## src/rtl/alu_seq_ctrl_if.sv

```systemverilog
// alu_seq_ctrl_if: instruction fetch port plus register file and ALU control lines
interface alu_seq_ctrl_if #(parameter int PC_W = 8);
  logic            imem_req;
  logic [PC_W-1:0] imem_addr;
  logic [15:0]     imem_rdata;
  logic            imem_ack;
  logic [1:0]      rf_rs1_sel;
  logic [1:0]      rf_rs2_sel;
  logic [1:0]      rf_waddr;
  logic            rf_we;
  logic [2:0]      alu_op;
  logic            alu_en;
  logic            alu_is_zero;
  modport master (
    output imem_req, imem_addr, rf_rs1_sel, rf_rs2_sel, rf_waddr, rf_we, alu_op, alu_en,
    input  imem_rdata, imem_ack, alu_is_zero
  );
  modport slave (
    input  imem_req, imem_addr, rf_rs1_sel, rf_rs2_sel, rf_waddr, rf_we, alu_op, alu_en,
    output imem_rdata, imem_ack, alu_is_zero
  );
endinterface

```

## src/rtl/alu_seq_ctrl.sv

```systemverilog
// alu_seq_ctrl: multicycle fetch/decode/exec sequencer driving an 8-bit ALU and 4x8 register file
module alu_seq_ctrl #(
  parameter int PC_W  = 8,
  parameter int CNT_W = 16
) (
  input  logic              clk,
  input  logic              rst,
  input  logic              start,
  alu_seq_ctrl_if.master    bus,
  output logic [PC_W-1:0]   pc,
  output logic              busy,
  output logic              halted,
  output logic              trap,
  output logic [CNT_W-1:0]  retired
);
  typedef enum logic [2:0] {IDLE, FETCH, DECODE, EXEC, HALT, TRAP} state_t;
  state_t      state;
  logic [15:0] ir;
  logic [2:0]  op;
  logic        in_exec;
  logic        alu_class;
  logic        sel_live;
  assign op        = ir[15:13];
  assign in_exec   = state == EXEC;
  assign alu_class = op inside {3'b010, 3'b011, 3'b100};
  assign sel_live  = state inside {DECODE, EXEC};
  // Moore decode: every output is a pure function of state and ir, so all read 0 in IDLE
  assign bus.imem_req   = state == FETCH;
  assign bus.imem_addr  = state == FETCH ? pc : '0;
  assign bus.rf_rs1_sel = sel_live ? ir[10:9] : '0;
  assign bus.rf_rs2_sel = sel_live ? ir[8:7] : '0;
  assign bus.rf_we      = in_exec && alu_class;
  assign bus.rf_waddr   = bus.rf_we ? ir[12:11] : '0;
  assign bus.alu_en     = in_exec && (alu_class || op == 3'b001);
  assign bus.alu_op     = bus.alu_en ? op : '0;
  assign busy           = state inside {FETCH, DECODE, EXEC};
  assign halted         = state == HALT;
  assign trap           = state == TRAP;
  always_ff @(posedge clk) begin
    if (rst) begin
      state   <= IDLE;
      pc      <= '0;
      ir      <= '0;
      retired <= '0;
    end else begin
      case (state)
        IDLE: if (start) begin
          pc    <= '0;
          state <= FETCH;
        end
        FETCH: if (bus.imem_ack) begin
          ir    <= bus.imem_rdata;
          state <= DECODE;
        end
        DECODE: state <= op == 3'b101 ? HALT : op[2:1] == 2'b11 ? TRAP : EXEC;
        EXEC: begin
          pc      <= (op == 3'b001 && bus.alu_is_zero) ? ir[PC_W-1:0] : pc + PC_W'(1);
          retired <= &retired ? retired : retired + CNT_W'(1);
          state   <= FETCH;
        end
        default: state <= state;
      endcase
    end
  end
endmodule

```

## src/flat_wrapper.sv

```systemverilog
// flat-port wrapper written by rule: the top's interface ports become plain ports
module alu_seq_ctrl_flat 
#(
  parameter int PC_W  = 8,
  parameter int CNT_W = 16
)
  (clk, rst, start, pc, busy, halted, trap, retired, bus_imem_req, bus_imem_addr, bus_rf_rs1_sel, bus_rf_rs2_sel, bus_rf_waddr, bus_rf_we, bus_alu_op, bus_alu_en, bus_imem_rdata, bus_imem_ack, bus_alu_is_zero);
  alu_seq_ctrl_if #(.PC_W(PC_W)) bus_i ();
  input  logic clk;
  input  logic rst;
  input  logic start;
  output logic [PC_W-1:0] pc;
  output logic busy;
  output logic halted;
  output logic trap;
  output logic [CNT_W-1:0] retired;
  output wire logic [$bits(bus_i.imem_req)-1:0] bus_imem_req;
  output wire logic [$bits(bus_i.imem_addr)-1:0] bus_imem_addr;
  output wire logic [$bits(bus_i.rf_rs1_sel)-1:0] bus_rf_rs1_sel;
  output wire logic [$bits(bus_i.rf_rs2_sel)-1:0] bus_rf_rs2_sel;
  output wire logic [$bits(bus_i.rf_waddr)-1:0] bus_rf_waddr;
  output wire logic [$bits(bus_i.rf_we)-1:0] bus_rf_we;
  output wire logic [$bits(bus_i.alu_op)-1:0] bus_alu_op;
  output wire logic [$bits(bus_i.alu_en)-1:0] bus_alu_en;
  input wire logic [$bits(bus_i.imem_rdata)-1:0] bus_imem_rdata;
  input wire logic [$bits(bus_i.imem_ack)-1:0] bus_imem_ack;
  input wire logic [$bits(bus_i.alu_is_zero)-1:0] bus_alu_is_zero;
  assign bus_imem_req = bus_i.imem_req;
  assign bus_imem_addr = bus_i.imem_addr;
  assign bus_rf_rs1_sel = bus_i.rf_rs1_sel;
  assign bus_rf_rs2_sel = bus_i.rf_rs2_sel;
  assign bus_rf_waddr = bus_i.rf_waddr;
  assign bus_rf_we = bus_i.rf_we;
  assign bus_alu_op = bus_i.alu_op;
  assign bus_alu_en = bus_i.alu_en;
  assign bus_i.imem_rdata = bus_imem_rdata;
  assign bus_i.imem_ack = bus_imem_ack;
  assign bus_i.alu_is_zero = bus_alu_is_zero;
  alu_seq_ctrl #(.PC_W(PC_W), .CNT_W(CNT_W)) u_core (.clk(clk), .rst(rst), .start(start), .bus(bus_i), .pc(pc), .busy(busy), .halted(halted), .trap(trap), .retired(retired));
endmodule
```

## config.mk

```make
export PLATFORM = sky130hd
export DESIGN_NAME = alu_seq_ctrl_flat
export DESIGN_NICKNAME = d
export VERILOG_FILES = /design/src/rtl/alu_seq_ctrl_if.sv /design/src/rtl/alu_seq_ctrl.sv /design/src/flat_wrapper.sv
export SDC_FILE = /design/constraint.sdc
export NUM_CORES = 1
export LEC_CHECK = 0
export BUFFER_PORTS_ARGS = -buffer_cell sky130_fd_sc_hd__buf_2
export CORE_MARGIN = 2
export CORE_UTILIZATION = 40
export CTS_BUF_LIST = sky130_fd_sc_hd__clkbuf_8 sky130_fd_sc_hd__clkbuf_16
export CTS_CLUSTER_DIAMETER = 200
export DETAILED_ROUTE_END_ITERATION = 8
export SLEW_MARGIN = 10
export SYNTH_ARGS = -nofsm -noshare
export SYNTH_HDL_FRONTEND = slang
export SYNTH_SLANG_ARGS = --single-unit
```

## constraint.sdc

```tcl
create_clock -name clk -period 2.3 [get_ports clk]
set_clock_uncertainty 0.05 [all_clocks]
set_input_delay 0.69 -clock clk [delete_from_list [all_inputs] [get_ports clk]]
set_output_delay 0.69 -clock clk [all_outputs]
set_load 0.005 [all_outputs]
```

Word-level counts from Yosys, hierarchy flattened
Index checks and enable logic that the tools add are counted.
{ "totals": {"register_bits": 43, "mem_count": 0, "in_bits": 21, "mem_bits_rw": 0, "output_inout_bits": 47, "word_cells": 48, "latchBits": 0, "mem_bits_ro": 0} }
{ "classes": {"shift": 0, "bitwise_logic": 1, "order_cmp": 0, "n_mul": 0, "n_div": 0, "addsub": 2, "n_eq_ne": 13, "muxes": 13, "reduce_logical": 15} }
{ "op_table": {"columns": ["operator", "count"], "rows": [
  ["8-bit two-way mux", 3],
  ["16-bit by 1-bit adder with 16-bit output, second input constant", 1],
  ["8-bit one-hot mux with 2 select lines", 1],
  ["16-bit AND reduction", 1],
  ["3-bit two-way mux", 5],
  ["3-bit by 2-bit equality test with 1-bit output, second input constant", 4],
  ["3-bit equality test, second input constant", 4],
  ["3-bit one-hot mux with 4 select lines", 1],
  ["8-bit by 1-bit adder with 8-bit output, second input constant", 1],
  ["3-bit by 1-bit equality test with 1-bit output, second input constant", 2],
  ["2-bit two-way mux", 3],
  ["2-bit AND reduction", 3],
  ["3-bit nonzero test", 2],
  ["2-bit nonzero test", 2],
  ["4-bit nonzero test", 1],
  ["1-bit logical AND", 3],
  ["3-bit zero test", 1],
  ["3-bit AND reduction", 1],
  ["2-bit equality test, second input constant", 1],
  ["2-bit by 1-bit inequality test with 1-bit output, second input constant", 1],
  ["2-bit inequality test, second input constant", 1],
  ["1-bit logical OR", 1],
  ["1-bit NOT", 1]
]} }

Logic depth before layout (Yosys ltp)
{ "depth": {"depth_word": 5, "depth_mapped": 7, "depth_no_buf": 5} }

Worst setup path after synthesis
No wires, ideal clock.
{ "synth_path": {"path_type": "input to register", "startpoint": "input bus_alu_is_zero", "endpoint": "register u_core.pc[1]", "arrival_time_ps": 1780, "path_slack_ps": 343, "path_buffers": 1, "stages": 5, "t_required_ps": 2122, "path_cell_list": "nor4bb_1 -> clkbuf_1 -> mux2_2 -> a22oi_1 -> nor2_1"} }
{ "synth_between": {"elab_chain_len": 3} }
{ "synth_rtl": {"columns": ["item", "line", "source"], "rows": [
  ["start, declared", "flat_wrapper.sv:27", "input wire logic [$bits(bus_i.alu_is_zero)-1:0] bus_alu_is_zero;"],
  ["1-bit logical AND", "alu_seq_ctrl.sv:57", "pc <= (op == 3'b001 && bus.alu_is_zero) ? ir[PC_W-1:0] : pc + PC_W'(1);"],
  ["8-bit two-way mux", "alu_seq_ctrl.sv:57", null],
  ["8-bit one-hot mux with 2 select lines", "alu_seq_ctrl.sv:46", "case (state)"],
  ["end signal, assigned", "alu_seq_ctrl.sv:57", null],
  ["end, declared", "alu_seq_ctrl.sv:10", "output logic [PC_W-1:0] pc,"]
]} }
Every way passes these cells.
A chain may end at the register's enable or synchronous reset.

Final worst setup path
{ "layout_path": {"startpoint": "register u_core.state[2]", "endpoint": "output bus_alu_op[1]"} }
{ "layout_between": {"elab_chain_len": 3} }
{ "layout_rtl": {"columns": ["item", "line", "source"], "rows": [
  ["start, declared", "alu_seq_ctrl.sv:17", "state_t state;"],
  ["start signal, assigned", "alu_seq_ctrl.sv:55", "DECODE: state <= op == 3'b101 ? HALT : op[2:1] == 2'b11 ? TRAP : EXEC;"],
  ["start signal, assigned", "alu_seq_ctrl.sv:61", "default: state <= state;"],
  ["3-bit by 2-bit equality test with 1-bit output", "alu_seq_ctrl.sv:24", "assign in_exec = state == EXEC;"],
  ["1-bit logical AND", "alu_seq_ctrl.sv:34", "assign bus.alu_en = in_exec && (alu_class || op == 3'b001);"],
  ["3-bit two-way mux", "alu_seq_ctrl.sv:35", "assign bus.alu_op = bus.alu_en ? op : '0;"],
  ["end, declared", "flat_wrapper.sv:23", "output wire logic [$bits(bus_i.alu_op)-1:0] bus_alu_op;"]
]} }
Every way passes these cells.

==> impl_metrics.env <==
export IMPL_placed_area_um2=2658
export IMPL_path_class="register to output pin"
export IMPL_required_ns=1.56
export IMPL_hpwlAfterDp_mm=3.813
export IMPL_hold_violations=0
export IMPL_vdd_drop_max_v=0.0003667
export IMPL_drtAntennaViolNets=0
export IMPL_final_nets=374
export IMPL_clock_latency_ns=0.29
export IMPL_crit_start="u_core.state[2]"
export IMPL_async_reset_ff_frac=0
export IMPL_drc=0
export IMPL_die_area_um2=6122
export IMPL_first_pass_iters=4
export IMPL_setup_tns_ns=0
export IMPL_track_usage=0.1791
export IMPL_final_common_cell="buf_2"
export IMPL_crit_fanout=6
export IMPL_path_clk_slew_ns=0.08
export IMPL_reg2reg_to="u_core.retired[15]"
export IMPL_min_to="u_core.ir[2]"
export IMPL_grt_ovfl_total=0
export IMPL_critical_path_startpoint_type="register"
export IMPL_r2r_cells=4
export IMPL_cts_tree="done"
export IMPL_synth_cell_types=45
export IMPL_die_x_um=78.24
export IMPL_antenna_found_initial=0
export IMPL_synth_edf_count=0
export IMPL_grt_pass1_vias=1940
export IMPL_n_antenna_cell=0
export IMPL_gp_routability_congestion=0.8373
export IMPL_synth_seq_cells=43
export IMPL_leakage_nw=1.144
export IMPL_holdPathStages=2
export IMPL_critPathCaptureType="output pin"
export IMPL_syn_instance_count=284
export IMPL_rsz0062_at_grt="false"
export IMPL_grt_max_degree=41
export IMPL_final_cell_mix="buf_2 (67), nand2_1 (43), dfxtp_1 (42)"
export IMPL_finalSetupViolCount=0
export IMPL_max_freq_mhz=454.4
export IMPL_min_period_over_period=0.9569
export IMPL_power_mw=1.396
export IMPL_p_per_area_nw_per_um2=508.6
export IMPL_die_h_um=78.24
export IMPL_netlist_area_um2=2205
export IMPL_max_cap_viol_count=0
export IMPL_worstPathArrival_ns=1.46
export IMPL_avgSynthCellArea_um2=7.763
export IMPL_fin_area_um2=2745
export IMPL_row_count=27
export IMPL_post_drt_wl_per_cell_um=12.50
export IMPL_synthTopCellsByArea="dfxtp_1 (39%), a21oi_1 (8.2%), nand2_1 (7.3%)"
export IMPL_htree_levels=2
export IMPL_port_buffers=67
export IMPL_max_slew_margin_rel=0.6310
export IMPL_ios=68
export IMPL_yosysWarningCount=0
export IMPL_fillCellCount=561
export IMPL_area_delta_synth_final_pct=24.52
export IMPL_first_iter_violations=85
export IMPL_numClockSinks=43
export IMPL_wl_mm=5.302
export IMPL_finalMaxSlewViolations=0
export IMPL_r2r_start="u_core.state[2]"
export IMPL_r2r_slack_ns=0.25
export IMPL_clock_path_buffers=2
export IMPL_min_from="u_core.ir[2]"
export IMPL_min_path_type="register to register"
export IMPL_synth_top_area_cell="dfxtp_1"
export IMPL_post_route_min_period_ns=2.201
export IMPL_synth_flop_cell="dfxtp_1"
export IMPL_grt_pass1_wl_mm=8.894
export IMPL_max_slew_worst_pin_slew_ns=0.5534
export IMPL_drive_gt1_frac=0.2642
export IMPL_status="complete, no violations"
export IMPL_cts_buffers=5
export IMPL_initial_core_util=0.4079
export IMPL_post_route_util=0.5079
export IMPL_core_um2=5405
export IMPL_vias_per_cell=5.179
export IMPL_yosysSeqAreaShare=0.3905
export IMPL_netlist_area_leader_share=0.3905
export IMPL_vias=2196
export IMPL_cts_root_buffer="clkbuf_8"
export IMPL_synthesis_nets=307
-- what timing repair did --
item	4_1_cts	5_1_grt
endpoints found under the setup margin	0	5
setup buffers	0	0
resized for setup	0	2
hold buffers	0	0
endpoints found under the hold margin	0	0
-- worst max path at each step --
stage | end | slack, ns | cells after the start
floorplan | u_core.pc[1] | 0.34 | 5
global placement | u_core.pc[7] | 0.18 | 5
detailed placement | u_core.pc[7] | 0.16 | 5
CTS | bus_alu_op[1] | 0.004 | 4
global route | bus_alu_op[0] | 0.01 | 4
finish | bus_alu_op[1] | 0.1 | 4
-- sequential cells by signal (all words and copies together) (netlist names) --
register and cells:
u_core.retired 16, u_core.pc 8, u_core.state 3, u_core.ir 16
-- logic make-up (layout without fill, tap and decap cells) --
| group | count (synthesis) | count (layout) | synth area share |
|---|---|---|---|
| fa+ha+maj | 2 | 2 | 0.01135 |
| xor+xnor | 1 | 1 | 0.003973 |
| simple gates | 139 | 139 | 0.3354 |
| buf+inv | 21 | 89 | 0.03689 |
| mux | 4 | 4 | 0.01873 |
| flops | 43 | 43 | 0.3905 |
| compound gates | 74 | 74 | 0.2032 |
-- cell type report --
cell class	instances	area (µm²)	share of cell area
clock buffers	5	68.82	0.02507
multi-input cells	220	1274	0.4640
inverters	4	15.01	0.005469
flip-flops and latches	43	862.1	0.3140
repair buffers	77	422.9	0.1541
clock inverters	3	12.51	0.004558
well taps	72	90.09	0.03282
-- cell usage after synthesis (2+ instances only) --
cell type	number
buf_2	2
ha_1	2
nor2b_1	2
nor3b_1	3
mux2i_1	3
nand3b_1	2
nor2_1	15
or4_1	7
o31ai_1	8
and3b_1	2
clkbuf_1	14
and4_1	2
nand4_1	6
dfxtp_1	43
o21ai_0	16
or3_1	4
and2_1	23
nand2_1	43
a21oi_1	36
and3_1	3
nor3_1	10
or2_2	2
a22oi_1	2
nor4_1	2
nand3_1	9
inv_1	4
-- power breakdown --
part | switching [mW] | leakage, nW | internal, mW
Clock | 0.244 | 0.0505 | 0.204
Combinational | 0.0935 | 0.745 | 0.0703
Sequential | 0.0198 | 0.348 | 0.765
-- worst max-delay path, cell delays in order, from the launching register on --
cell      delay (ns)
dfxtp_1         0.35
nand3b_1        0.29
nor3_2          0.28
and2_1          0.15
buf_2           0.10
-- per-stage QoR --
stage	hold slack (ns)	cells	setup WS [ns]
2_1_floorplan	0.3817	284	0.3426
3_3_place_gp	0.3871	416	0.1827
3_5_place_dp	0.3941	416	0.1645
4_1_cts	0.4048	424	0.003748
5_1_grt	0.4310	424	0.009787
6_report	0.3999	424	0.09924
-- layer usage --
| metal | wire length [µm] | up-vias | track usage |
|---|---|---|---|
| met5 | 0 | - | 0 |
| met4 | 70 | 0 | 0.05789 |
| met3 | 262 | 8 | 0.04023 |
| met2 | 2458 | 46 | 0.2966 |
| met1 | 2509 | 992 | 0.2314 |
| li1 | - | 1150 | - |
Power figures use the tool's default switching activity.
